`config.mk`:
```
export PLATFORM = sky130hd
export DESIGN_NAME = cp0_except
export DESIGN_NICKNAME = d
export VERILOG_FILES = /design/src/rtl/cp0_except_pkg.sv /design/src/rtl/cp0_timer.sv /design/src/rtl/cp0_except.sv
export SDC_FILE = /design/constraint.sdc
export NUM_CORES = 1
export LEC_CHECK = 0
export ABC_AREA = 1
export CAP_MARGIN = 20
export CORE_MARGIN = 2
export CORE_UTILIZATION = 43
export DETAILED_ROUTE_END_ITERATION = 8
export GPL_ROUTABILITY_DRIVEN = 0
export PLACE_DENSITY_LB_ADDON = 0.1
export SYNTH_ARGS = -nofsm -noshare
export SYNTH_HDL_FRONTEND = slang
export SYNTH_SLANG_ARGS = --single-unit
```
`constraint.sdc`:
```
create_clock -name clk -period 4.35 [get_ports clk]
set_input_delay 0.87 -clock clk [delete_from_list [all_inputs] [get_ports clk]]
set_output_delay 0.87 -clock clk [all_outputs]
set_load 0.02 [all_outputs]
```
`src/rtl/cp0_except_pkg.sv`:
```
// CP0 register addresses, exception codes and excepttype encodings,
// shared by cp0_except and the pipeline controller.
package cp0_except_pkg;

  localparam logic [4:0] CP0_COUNT   = 5'd9;
  localparam logic [4:0] CP0_COMPARE = 5'd11;
  localparam logic [4:0] CP0_STATUS  = 5'd12;
  localparam logic [4:0] CP0_CAUSE   = 5'd13;
  localparam logic [4:0] CP0_EPC     = 5'd14;

  localparam logic [31:0] STATUS_RST = 32'h1000_0000;
  localparam int ST_IE  = 0;
  localparam int ST_EXL = 1;
  localparam int CA_BD  = 31;

  // Bit positions of the MEM-stage exception flags
  localparam int RAW_SYSCALL = 8;
  localparam int RAW_INVALID = 9;
  localparam int RAW_TRAP    = 10;
  localparam int RAW_OVF     = 11;
  localparam int RAW_ERET    = 12;

  localparam logic [31:0] EXT_INT     = 32'h1;
  localparam logic [31:0] EXT_SYSCALL = 32'h8;
  localparam logic [31:0] EXT_INVALID = 32'ha;
  localparam logic [31:0] EXT_TRAP    = 32'hd;
  localparam logic [31:0] EXT_OVF     = 32'hc;
  localparam logic [31:0] EXT_ERET    = 32'he;

  localparam logic [4:0] EXC_INT     = 5'd0;
  localparam logic [4:0] EXC_SYSCALL = 5'd8;
  localparam logic [4:0] EXC_INVALID = 5'd10;
  localparam logic [4:0] EXC_TRAP    = 5'd13;
  localparam logic [4:0] EXC_OVF     = 5'd12;

  function automatic logic [4:0] exc_code(input logic [31:0] et);
    case (et)
      EXT_SYSCALL: exc_code = EXC_SYSCALL;
      EXT_INVALID: exc_code = EXC_INVALID;
      EXT_TRAP:    exc_code = EXC_TRAP;
      EXT_OVF:     exc_code = EXC_OVF;
      default:     exc_code = EXC_INT;
    endcase
  endfunction

endpackage

```
`src/rtl/cp0_timer.sv`:
```
// Free-running Count, Compare and the sticky timer interrupt it raises.
module cp0_timer (
  input  logic        clk,
  input  logic        rst,
  input  logic        count_we,
  input  logic        compare_we,
  input  logic [31:0] wdata,
  output logic [31:0] count,
  output logic [31:0] compare,
  output logic        timer_int
);

  always_ff @(posedge clk) begin
    if (rst) begin
      count     <= '0;
      compare   <= '0;
      timer_int <= 1'b0;
    end else begin
      count <= count_we ? wdata : count + 32'd1;
      // A Compare write is the only way to acknowledge the interrupt
      if (compare_we) begin
        compare   <= wdata;
        timer_int <= 1'b0;
      end else if (compare != '0 && count == compare) begin
        timer_int <= 1'b1;
      end
    end
  end

endmodule

```
`src/rtl/cp0_except.sv`:
```
// CP0 register file plus MEM-stage exception resolution; Count/Compare
// live in cp0_timer.
module cp0_except
  import cp0_except_pkg::*;
(
  input  logic        clk,
  input  logic        rst,
  input  logic        we_i,
  input  logic [4:0]  waddr_i,
  input  logic [31:0] wdata_i,
  input  logic [4:0]  raddr_i,
  output logic [31:0] rdata_o,
  input  logic [5:0]  int_i,
  input  logic [31:0] excepttype_raw_i,
  input  logic [31:0] inst_addr_i,
  input  logic        in_delayslot_i,
  output logic [31:0] excepttype_o,
  output logic [31:0] cp0_epc_o,
  output logic [31:0] status_o,
  output logic [31:0] cause_o,
  output logic        timer_int_o
);

  logic [31:0] count, compare, status, cause, epc;
  logic [31:0] status_bp, cause_bp, epc_bp;
  logic [31:0] status_n, cause_n, epc_n;
  logic        exc_take, exc_eret, int_pend;
  logic        unused_ok;

  assign unused_ok = &{1'b0, int_i[5], excepttype_raw_i[31:13],
                       excepttype_raw_i[7:0]};

  cp0_timer u_timer (
    .clk        (clk),
    .rst        (rst),
    .count_we   (we_i && waddr_i == CP0_COUNT),
    .compare_we (we_i && waddr_i == CP0_COMPARE),
    .wdata      (wdata_i),
    .count      (count),
    .compare    (compare),
    .timer_int  (timer_int_o)
  );

  // Same-cycle mtc0 forwarding so WB writes are seen by MEM resolution
  always_comb begin
    status_bp = (we_i && waddr_i == CP0_STATUS) ? wdata_i : status;
    cause_bp  = cause;
    if (we_i && waddr_i == CP0_CAUSE) cause_bp[9:8] = wdata_i[9:8];
    epc_bp    = (we_i && waddr_i == CP0_EPC) ? wdata_i : epc;
  end

  assign int_pend = |(cause_bp[15:8] & status_bp[15:8]) &&
                    !status_bp[ST_EXL] && status_bp[ST_IE];

  always_comb begin
    excepttype_o = '0;
    if (inst_addr_i != '0) begin
      if (int_pend)                          excepttype_o = EXT_INT;
      else if (excepttype_raw_i[RAW_SYSCALL]) excepttype_o = EXT_SYSCALL;
      else if (excepttype_raw_i[RAW_INVALID]) excepttype_o = EXT_INVALID;
      else if (excepttype_raw_i[RAW_TRAP])    excepttype_o = EXT_TRAP;
      else if (excepttype_raw_i[RAW_OVF])     excepttype_o = EXT_OVF;
      else if (excepttype_raw_i[RAW_ERET])    excepttype_o = EXT_ERET;
    end
  end

  assign exc_eret = (excepttype_o == EXT_ERET);
  assign exc_take = (excepttype_o != '0) && !exc_eret;

  // Exception side effects are applied on top of the bypassed values
  always_comb begin
    status_n = status_bp;
    cause_n  = cause_bp;
    epc_n    = epc_bp;
    cause_n[15:10] = {timer_int_o, int_i[4:0]};
    if (exc_take) begin
      status_n[ST_EXL] = 1'b1;
      cause_n[6:2]     = exc_code(excepttype_o);
      if (!status_bp[ST_EXL]) begin
        cause_n[CA_BD] = in_delayslot_i;
        epc_n = in_delayslot_i ? inst_addr_i - 32'd4 : inst_addr_i;
      end
    end else if (exc_eret) begin
      status_n[ST_EXL] = 1'b0;
    end
  end

  always_ff @(posedge clk) begin
    if (rst) begin
      status <= STATUS_RST;
      cause  <= '0;
      epc    <= '0;
    end else begin
      status <= status_n;
      cause  <= cause_n;
      epc    <= epc_n;
    end
  end

  always_comb begin
    case (raddr_i)
      CP0_COUNT:   rdata_o = count;
      CP0_COMPARE: rdata_o = compare;
      CP0_STATUS:  rdata_o = status;
      CP0_CAUSE:   rdata_o = cause;
      CP0_EPC:     rdata_o = epc;
      default:     rdata_o = '0;
    endcase
  end

  assign cp0_epc_o = epc_bp;
  assign status_o  = status;
  assign cause_o   = cause;

endmodule

```
==> summary.md, run 1 <==
| Metric | Value |
|---|---|
| Die area | `22,500 um^2` |
| Drt via density | `5.35` |
| Setup violators final | `0` |
| Fin crit share | `0.957` |
| WL final | `33,400 um` |
| Residual DRC | `0` |
| Post-synth top area share | `0.311` |
| Sequential cell area | `2840 um^2` |
| Least-Margin Pin Slew | `0.702 ns` |
| Placed inst area | `between 10,000 and 15,000 um^2` |
| Clock latency on the worst-skew pair | `0.43 ns` |
| Max_cap viols | `0` |
| CP Capture Type | `output port` |
| Io pins | `277` |
| Area of the multi-input gates | `5140 um^2` |
| Dominant synthesized flop cell | `dfxtp_1` |
| Post-Syn Area | `9150 um^2` |
| Share of cells above drive strength 1 | `0.0648` |
| Ant diodes | `0` |
| Count leader, synth | `nand2_1` |
| Setup TNS | `0 ns` |
| Dominant cell type by area after synthesis | `dfxtp_1` |
| Sink Count | `142` |
| VDD IR max | `0.283 mV` |
| Final Skew | `between 0.01 and 0.015 ns` |
| Top post-synthesis cells by count | `nand2_1, inv_1, dfxtp_1` |
| Tmin final | `4.16 ns` |
| Data arrival, critical path | `3.29 ns` |
| Drt pass-1 iters | `5` |
| Drt wl/cell | `18.0 um` |
| Int Pwr | `2500 uW` |
| Number of global-route vias before repair | `between 9,000 and 10,000` |
| Status | `finished, final reports clean` |
| DRT iter0 DRCs | `1,136` |
| Initial antenna violation count | `0` |
| P&R area growth vs syn | `29.6%` |
| Hold depth | `2` |
| FF+latch count, synth | `roughly 140` |
| GR Overflow Total | `0` |
| Slew HR | `0.531` |
| Vias | `9,890` |
| H-Tree Level Count | `4` |
| Die height | `150 um` |
| Switching share of power | `0.284` |
| Starting Density | `0.437` |
| # port buffers | `201` |
| Slew Viols, Final | `0` |
| Clock power frac | `0.433` |
| Number of synthesized flops with an enable pin | `0` |
| Total track usage | `0.298` |
| Sequential Power Share | `0.397` |
| First-pass GRT wire length | `51,200 um` |
| Clock root buffer master | `clkbuf_16` |
| CTS tree | `yes` |
| Pwr/cell area | `294 nW/um^2` |
| Post-route ant nets | `0` |
| Nets | `1,680` |
| Ranking of synthesized cells by area | `dfxtp_1, nand2_1, inv_1` |
| Sequential fraction of the synthesis area | `0.311` |
| Rows | `53` |
| CTS Buf Count | `17` |
| DP HPWL | `around 26,000 um` |
| Mapped Avg Cell Area | `6.59 um^2` |
| Post-CTS sizing | `0` |
| Critical path type | `primary input to output port` |
| Post-CTS Setup Bufs | `0` |
| Clock Path Buffers | `2` |
| RSZ-0062 raised after global routing | `false` |
| Class of the worst hold path | `flip-flop to flip-flop` |
| Design area | `11,900 um^2` |
| Clock-pin slew on the worst setup and hold paths | `roughly 0.060 ns` |
| YS warnings | `0` |
| # fillers | `2,055` |
| Die X-Extent | `approximately 150 um` |
| Reg2Reg Depth | `12` |
| Post-synthesis async set-or-reset flop share | `0` |
| Place WS | `around 0.19 ns` |
| CTS Hold Bufs | `0` |
| Setup ws final | `0.185 ns` |
| Fmax | `240 MHz` |
| Pleak | `0.00478 uW` |
| Sw power | `993 uW` |
| CP required | `3.48 ns` |
| Combinational share of power | `0.169` |
| Final Hold Fails | `0` |
| Max FO, Critical Path | `17` |
| Core Area | `21,000 um^2` |
| Post-Synthesis Cells | `~1,400` |
| Largest net degree at the start of global routing | `59` |
| Yosys cell types | `42` |
| CP Launch Type | `primary input` |
sequential cells by signal, summed over array words and instances (netlist names):
register           cells
cause_o               13
u_timer.compare       32
epc                   32
u_timer.timer_int      1
u_timer.count         32
status_o              32
metrics by stage:
| step | cells | util | hold WS (ns) | total power [uW] |
|---|---|---|---|---|
| floorplan | 1435 | - | 0.453 | 1760 |
| CTS | 1849 | 0.566 | 0.465 | 3490 |
| finish | 1849 | 0.566 | 0.458 | 3490 |
| detailed placement | 1817 | 0.537 | 0.451 | 1990 |
| global route | 1849 | 0.566 | 0.494 | 3610 |
| global placement | 1817 | 0.537 | 0.442 | 1990 |
critical path, cell delays in order:
cell	delay, ns
clkdlybuf4s50_1	0.48
nor3_1	0.08
nand3_1	0.13
inv_1	0.16
buf_12	0.19
a221oi_1	0.58
o21ai_0	0.22
clkdlybuf4s50_1	0.58
cells in the final DEF (no fill, tap or decap), drive strengths merged, types with 4 or more instances in the layout:
cell type / n
clkinv: 9
dfxtp: 142
xnor2: 41
nor2: 107
mux2: 4
nand3: 84
o2111ai: 13
nor4: 18
a22oi: 12
o211ai: 21
clkbuf: 18
clkdlybuf4s50: 199
buf: 32
a221oi: 11
nor3: 19
nand4: 25
nand2: 301
o22ai: 5
o21ai: 133
inv: 166
xor2: 32
conb: 47
a21oi: 113
final timing paths:
check | slack, ns | startpoint | end
worst min-delay path | 0.46 | u_timer.timer_int | cause_o[15]
worst min register to register | 0.46 | u_timer.timer_int | cause_o[15]
worst max register to register | 1.91 | u_timer.count[2] | u_timer.count[31]
worst max-delay path | 0.19 | raddr_i[2] | rdata_o[21]
power by group through the flow:
stage | clock (uW) | combinational [uW] | sequential, uW
3_5_place_dp | 0 | 581 | 1410
3_3_place_gp | 0 | 581 | 1410
5_1_grt | 1580 | 644 | 1390
4_1_cts | 1520 | 585 | 1390
2_1_floorplan | 0 | 357 | 1400
6_report | 1510 | 592 | 1390
routing by layer:
layer | track usage | wire (um)
met5 | 0 | 0
met4 | 0.116 | 998
met3 | 0.0637 | 3500
met2 | 0.434 | 14500
met1 | 0.428 | 14400
logic make-up after synthesis:
kind of cell	after synthesis	synth area share
DFF	142	0.311
adders and majority gates	3	0.00410
xor gates and xnor gates	73	0.0699
and+or+nand+nor	559	0.266
AOI/OAI and AO/OA	316	0.196
other	1	0.000410
buffers and inverters	291	0.148
muxes	4	0.00492
cell type report:
cell class	instances	area share
clock buffers	18	0.0370
multi-input cells	1002	0.433
inverters	166	0.0525
repair buffers	232	0.194
well taps	275	0.0290
clock inverters	14	0.0142
flip-flops and latches	142	0.240
(Power assumes the default switching activity.)
==> run 2: changes to the inputs <==
--- a/config.mk
+++ b/config.mk
@@ -7,8 +7,9 @@
 export LEC_CHECK = 0
 export ABC_AREA = 1
 export CAP_MARGIN = 20
-export CORE_MARGIN = 2
-export CORE_UTILIZATION = 43
+export CELL_PAD_IN_SITES_DETAIL_PLACEMENT = 1
+export CELL_PAD_IN_SITES_GLOBAL_PLACEMENT = 1
+export CORE_UTILIZATION = 36
 export DETAILED_ROUTE_END_ITERATION = 8
 export GPL_ROUTABILITY_DRIVEN = 0
 export PLACE_DENSITY_LB_ADDON = 0.1
==> summary.md, run 2 (same netlist as run 1, synthesis figures left out) <==
| Metric | Value |
|---|---|
| Number of global-route vias before repair | `9,643` |
| RSZ-0062 raised after global routing | `false` |
| Class of the worst hold path | `flip-flop to flip-flop` |
| Layout Utilization | `0.487` |
| VDD IR max | `between 0.2 and 0.3 mV` |
| CTS Hold Bufs | `0` |
| Sink Count | `142` |
| Least-Margin Pin Slew | `0.722 ns` |
| Rows | `57` |
| Clock root buffer master | `clkbuf_16` |
| Die X-Extent | `161 um` |
| Drt wl/cell | `20.3 um` |
| Io pins | `277` |
| Slew HR | `0.519` |
| Pleak | `~0.0048 uW` |
| Drt pass-1 iters | `5` |
| Die area | `26,100 um^2` |
| DRT iter0 DRCs | `880` |
| CP Capture Type | `output port` |
| Critical-path top delay cell | `clkdlybuf4s50_1` |
| Largest net degree at the start of global routing | `61` |
| Status | `finished, final reports clean` |
| Clock Path Buffers | `2` |
| Data arrival, critical path | `3.29 ns` |
| Setup TNS | `0 ns` |
| Final Skew | `0.00995 ns` |
| Fin crit share | `0.957` |
| DP HPWL | `30,000 um` |
| # port buffers | `201` |
| Critical path type | `primary input to output port` |
| Clock-pin slew on the worst setup and hold paths | `approximately 0.060 ns` |
| GR Overflow Total | `0` |
| Crit-path max cell delay | `about 0.54 ns` |
| Slew Viols, Final | `0` |
| Starting Density | `0.372` |
| Final Hold Fails | `0` |
| Initial antenna violation count | `1` |
| Nets | `~1,700` |
| Share of cells above drive strength 1 | `0.0672` |
| H-Tree Level Count | `4` |
| Tmin final | `around 4.2 ns` |
| Total track usage | `0.297` |
| P&R area growth vs syn | `30.9%` |
| CTS Buf Count | `17` |
| Post-route ant nets | `0` |
| Crit path top cell by count | `nand2_1` |
| Residual DRC | `0` |
| Fmax | `240 MHz` |
| Cell chain of the critical path | `clkdlybuf4s50_1, nor2_2, nand3_2, buf_12, nand2_1, nand3_1, nand2_1, nor2_1, nand2_1, nand2_2, nand2_2, inv_1, clkdlybuf4s50_1` |
| Pwr/cell area | `between 200 and 300 nW/um^2` |
| CTS tree | `yes` |
| WL final | `38,600 um` |
| Clock latency on the worst-skew pair | `0.44 ns` |
| Max FO, Critical Path | `19` |
| Most common cell after layout, fill and taps aside | `nand2_1` |
| Max_cap viols | `0` |
| Die height | `between 150 and 200 um` |
| Vias | `10,100` |
| Most frequent cells in the layout | `nand2_1, clkdlybuf4s50_1, inv_1` |
| First-pass GRT wire length | `58,600 um` |
| CP Launch Type | `primary input` |
| Setup violators final | `0` |
| Drt via density | `5.31` |
| Core Area | `24,600 um^2` |
| CP required | `~3.5 ns` |
==> run 2: changes by cell type in the layout (fill, tap and decap cells not counted), sizes merged <==
| cell | change |
|---|---|
| clkinv | -4 |
| buf | +4 |
| clkdlybuf4s50 | -1 |
| dlymetal6s2s | +1 |
| diode | +1 |
| clkbuf | +1 |
| bufinv | -1 |
| clkinvlp | +4 |
==> run 2: final timing paths <==
kind,from,endpoint,slack [ns],depth (start not counted)
min reg2reg,u_timer.timer_int,cause_o[15],0.45,2
max,waddr_i[1],excepttype_o[3],0.19,13
max reg2reg,u_timer.count[0],u_timer.count[26],1.87,12
min,u_timer.timer_int,cause_o[15],0.45,2
==> run 2: power by group <==
part / switching [uW] / internal (uW)
Sequential: 44.3 / 1340
Combinational: 370 / 242
Clock: 628 / 874
Total: 1040 / 2460
==> run 2: routing by layer <==
metal | global-route usage | vias up | part of all wire
met1 | 0.425 | 4890 | 0.46
met2 | 0.466 | 335 | 0.46
met5 | 0 | - | 0
met3 | 0.0398 | 46 | 0.061
li1 | - | 4839 | -
met4 | 0.0798 | 0 | 0.021
==> run 2: cell type report <==
type	count	area, um^2
diodes	1	2.50
fillers	3226	12600
clock inverters	13	141
well taps	324	405
clock buffers	19	453
inverters	166	623
flip-flops and latches	142	2840
multi-input cells	1002	5140
repair buffers	236	2360
==> run 2: repair_timing <==
| action | CTS | global route |
|---|---|---|
| gates resized for setup | 0 | 3 |
| setup buffers | 0 | 0 |
| setup endpoints to repair | 0 | 3 |
==> run 2: critical path, delay by kind of cell <==
family	cells	cell delay [ns]
buf+inv	4	1.34
simple gates	9	1.07
==> run 2: per-stage QoR <==
stage	setup slack [ns]	area [um^2]	total power [uW]	hold WS [ns]	cells
2_1_floorplan	1.04	9320	1760	0.453	1435
5_1_grt	0.0313	12000	3630	0.477	1902
4_1_cts	0.0873	12000	3510	0.455	1902
6_report	0.187	12000	3500	0.450	1903
3_3_place_gp	0.149	11400	2010	0.443	1870
3_5_place_dp	0.119	11400	2020	0.450	1870
==> run 3: changes to the inputs <==
--- a/config.mk
+++ b/config.mk
@@ -12,7 +12,7 @@
 export CORE_UTILIZATION = 36
 export DETAILED_ROUTE_END_ITERATION = 8
 export GPL_ROUTABILITY_DRIVEN = 0
-export PLACE_DENSITY_LB_ADDON = 0.1
+export PLACE_DENSITY_LB_ADDON = 0.08
 export SYNTH_ARGS = -nofsm -noshare
 export SYNTH_HDL_FRONTEND = slang
 export SYNTH_SLANG_ARGS = --single-unit
==> constraint.sdc (replaced) <==
create_clock -name clk -period 5.1 [get_ports clk]
set_input_delay 1.02 -clock clk [delete_from_list [all_inputs] [get_ports clk]]
set_output_delay 1.02 -clock clk [all_outputs]
set_load 0.02 [all_outputs]
==> summary.md, run 3 (same netlist as run 1, synthesis figures left out) <==
| Metric | Value |
|---|---|
| Status | `finished, final reports clean` |
| Sequential cell area | `~2800 um^2` |
| Place WS | `0.344 ns` |
| Nets | `1,670` |
| # fillers | `3,217` |
| Drt via density | `between 5 and 6` |
| Setup TNS | `0 ns` |
| Vias | `9,964` |
| DP HPWL | `29,400 um` |
| DRT iter0 DRCs | `757` |
| Final Skew | `about 0.014 ns` |
| Combinational share of power | `0.168` |
| Largest net degree at the start of global routing | `61` |
| Slew Viols, Final | `0` |
| Worst Path Buf+Inv | `3` |
| H-Tree Level Count | `4` |
| # port buffers | `around 200` |
| CP Capture Type | `output port` |
| Fin crit share | `0.946` |
| WL final | `roughly 38,000 um` |
| Drt pass-1 iters | `5` |
| Die area | `26,100 um^2` |
| Setup violators final | `0` |
| Max FO, Critical Path | `29` |
| Cell chain of the critical path | `clkdlybuf4s50_1, nor2_2, nand3_2, buf_4, nand2_1, o21ai_1, nor2_2, nand3_1, nand2_1, clkdlybuf4s50_1` |
| Clock root buffer master | `clkbuf_16` |
| RSZ-0062 raised after global routing | `false` |
| Clock power frac | `0.442` |
| CP required | `4.08 ns` |
| Critical-path top delay cell | `clkdlybuf4s50_1` |
| Setup ws final | `0.277 ns` |
| Initial antenna violation count | `0` |
| Clock latency on the worst-skew pair | `roughly 0.44 ns` |
| Pwr/cell area | `257 nW/um^2` |
| Fmax | `207 MHz` |
| P&R area growth vs syn | `29.4%` |
| Critical path type | `primary input to output port` |
| Die X-Extent | `approximately 160 um` |
| Sw power | `around 880 uW` |
| Io pins | `between 200 and 300` |
| Class of the worst hold path | `flip-flop to flip-flop` |
| Starting Density | `0.372` |
| First-pass GRT wire length | `between 50,000 and 60,000 um` |
| Post-route ant nets | `0` |
| Area of the multi-input gates | `5130 um^2` |
| Share of cells above drive strength 1 | `0.0576` |
| Drt wl/cell | `20.3 um` |
| Sequential Power Share | `0.390` |
| Least-Margin Pin Slew | `between 0.9 and 1 ns` |
| Pleak | `between 0.004 and 0.005 uW` |
| Slew HR | `0.392` |
| GR Overflow Total | `0` |
| Crit path max-delay family | `buffers and inverters` |
| Rows | `57` |
| Final Hold Fails | `0` |
| Data arrival, critical path | `3.80 ns` |
| Most common cell after layout, fill and taps aside | `nand2_1` |
| Die height | `roughly 160 um` |
| Most frequent cells in the layout | `nand2_1, clkdlybuf4s50_1, inv_1` |
| VDD IR max | `0.218 mV` |
| CTS Hold Bufs | `0` |
| CP Launch Type | `primary input` |
| Post-CTS sizing | `0` |
| Switching share of power | `0.289` |
| Total track usage | `0.293` |
| Crit-path max cell delay | `0.61 ns` |
| CTS Buf Count | `17` |
| Max_cap viols | `0` |
| Post-CTS Setup Bufs | `0` |
| Tmin final | `slightly below 5 ns` |
| Residual DRC | `0` |
| Clock-pin slew on the worst setup and hold paths | `0.07 ns` |
| CTS tree | `yes` |
| Sink Count | `between 100 and 150` |
| Clock Path Buffers | `2` |
| Number of global-route vias before repair | `9,494` |
| Core Area | `24,600 um^2` |
| Int Pwr | `approximately 2200 uW` |
[run 3: final cells by class]
cell class,count,share of cell area
clock buffer,17,0.0359
sequential,142,0.240
antenna,1,0.000211
inverter,166,0.0526
clock inverter,14,0.0164
tap,324,0.0343
timing repair buffer,222,0.187
multi-input combinational,1002,0.434
[run 3: worst register-to-register path: cells and delay by family, from the launching register on]
family	cells	cell delay [ns]
adders and majority gates	1	0.23
buffers and inverters	4	0.44
AOI/OAI and AO/OA	3	0.55
DFF	1	0.44
and+or+nand+nor	5	0.88
[run 3: stage by stage]
| step | utilization | cells | hold slack, ns | total power, uW | cell area [um^2] |
|---|---|---|---|---|---|
| detailed placement | 0.456 | 1856 | 0.461 | 1710 | 11200 |
| global placement | 0.455 | 1855 | 0.446 | 1710 | 11200 |
| CTS | 0.481 | 1887 | 0.476 | 3040 | 11800 |
| finish | 0.481 | 1888 | 0.468 | 3040 | 11800 |
| global route | 0.481 | 1887 | 0.493 | 3140 | 11800 |
| floorplan | - | 1435 | 0.453 | 1500 | 9320 |
[run 3: per-layer routing]
layer  track usage  share of wire  vias up
li1              -              -     4816
met1         0.414           0.47     4769
met2         0.459           0.45      337
met3        0.0444          0.059       42
met4        0.0810          0.019        0
met5             0              0        -
[run 3: power by group through the flow]
stage / logic (uW) / registers [uW] / clock network (uW)
global placement: 500 / 1210 / 0
finish: 512 / 1190 / 1340
CTS: 509 / 1180 / 1350
floorplan: 304 / 1200 / 0
global route: 553 / 1190 / 1400
detailed placement: 505 / 1210 / 0
[run 3: worst paths after layout]
kind | start | endpoint | slack [ns] | cells past startpoint
worst max-delay path | waddr_i[1] | excepttype_o[0] | 0.28 | 10
worst min-delay path | u_timer.timer_int | cause_o[15] | 0.47 | 2
worst max register to register | u_timer.count[0] | u_timer.count[30] | 2.51 | 13
worst min register to register | u_timer.timer_int | cause_o[15] | 0.47 | 2
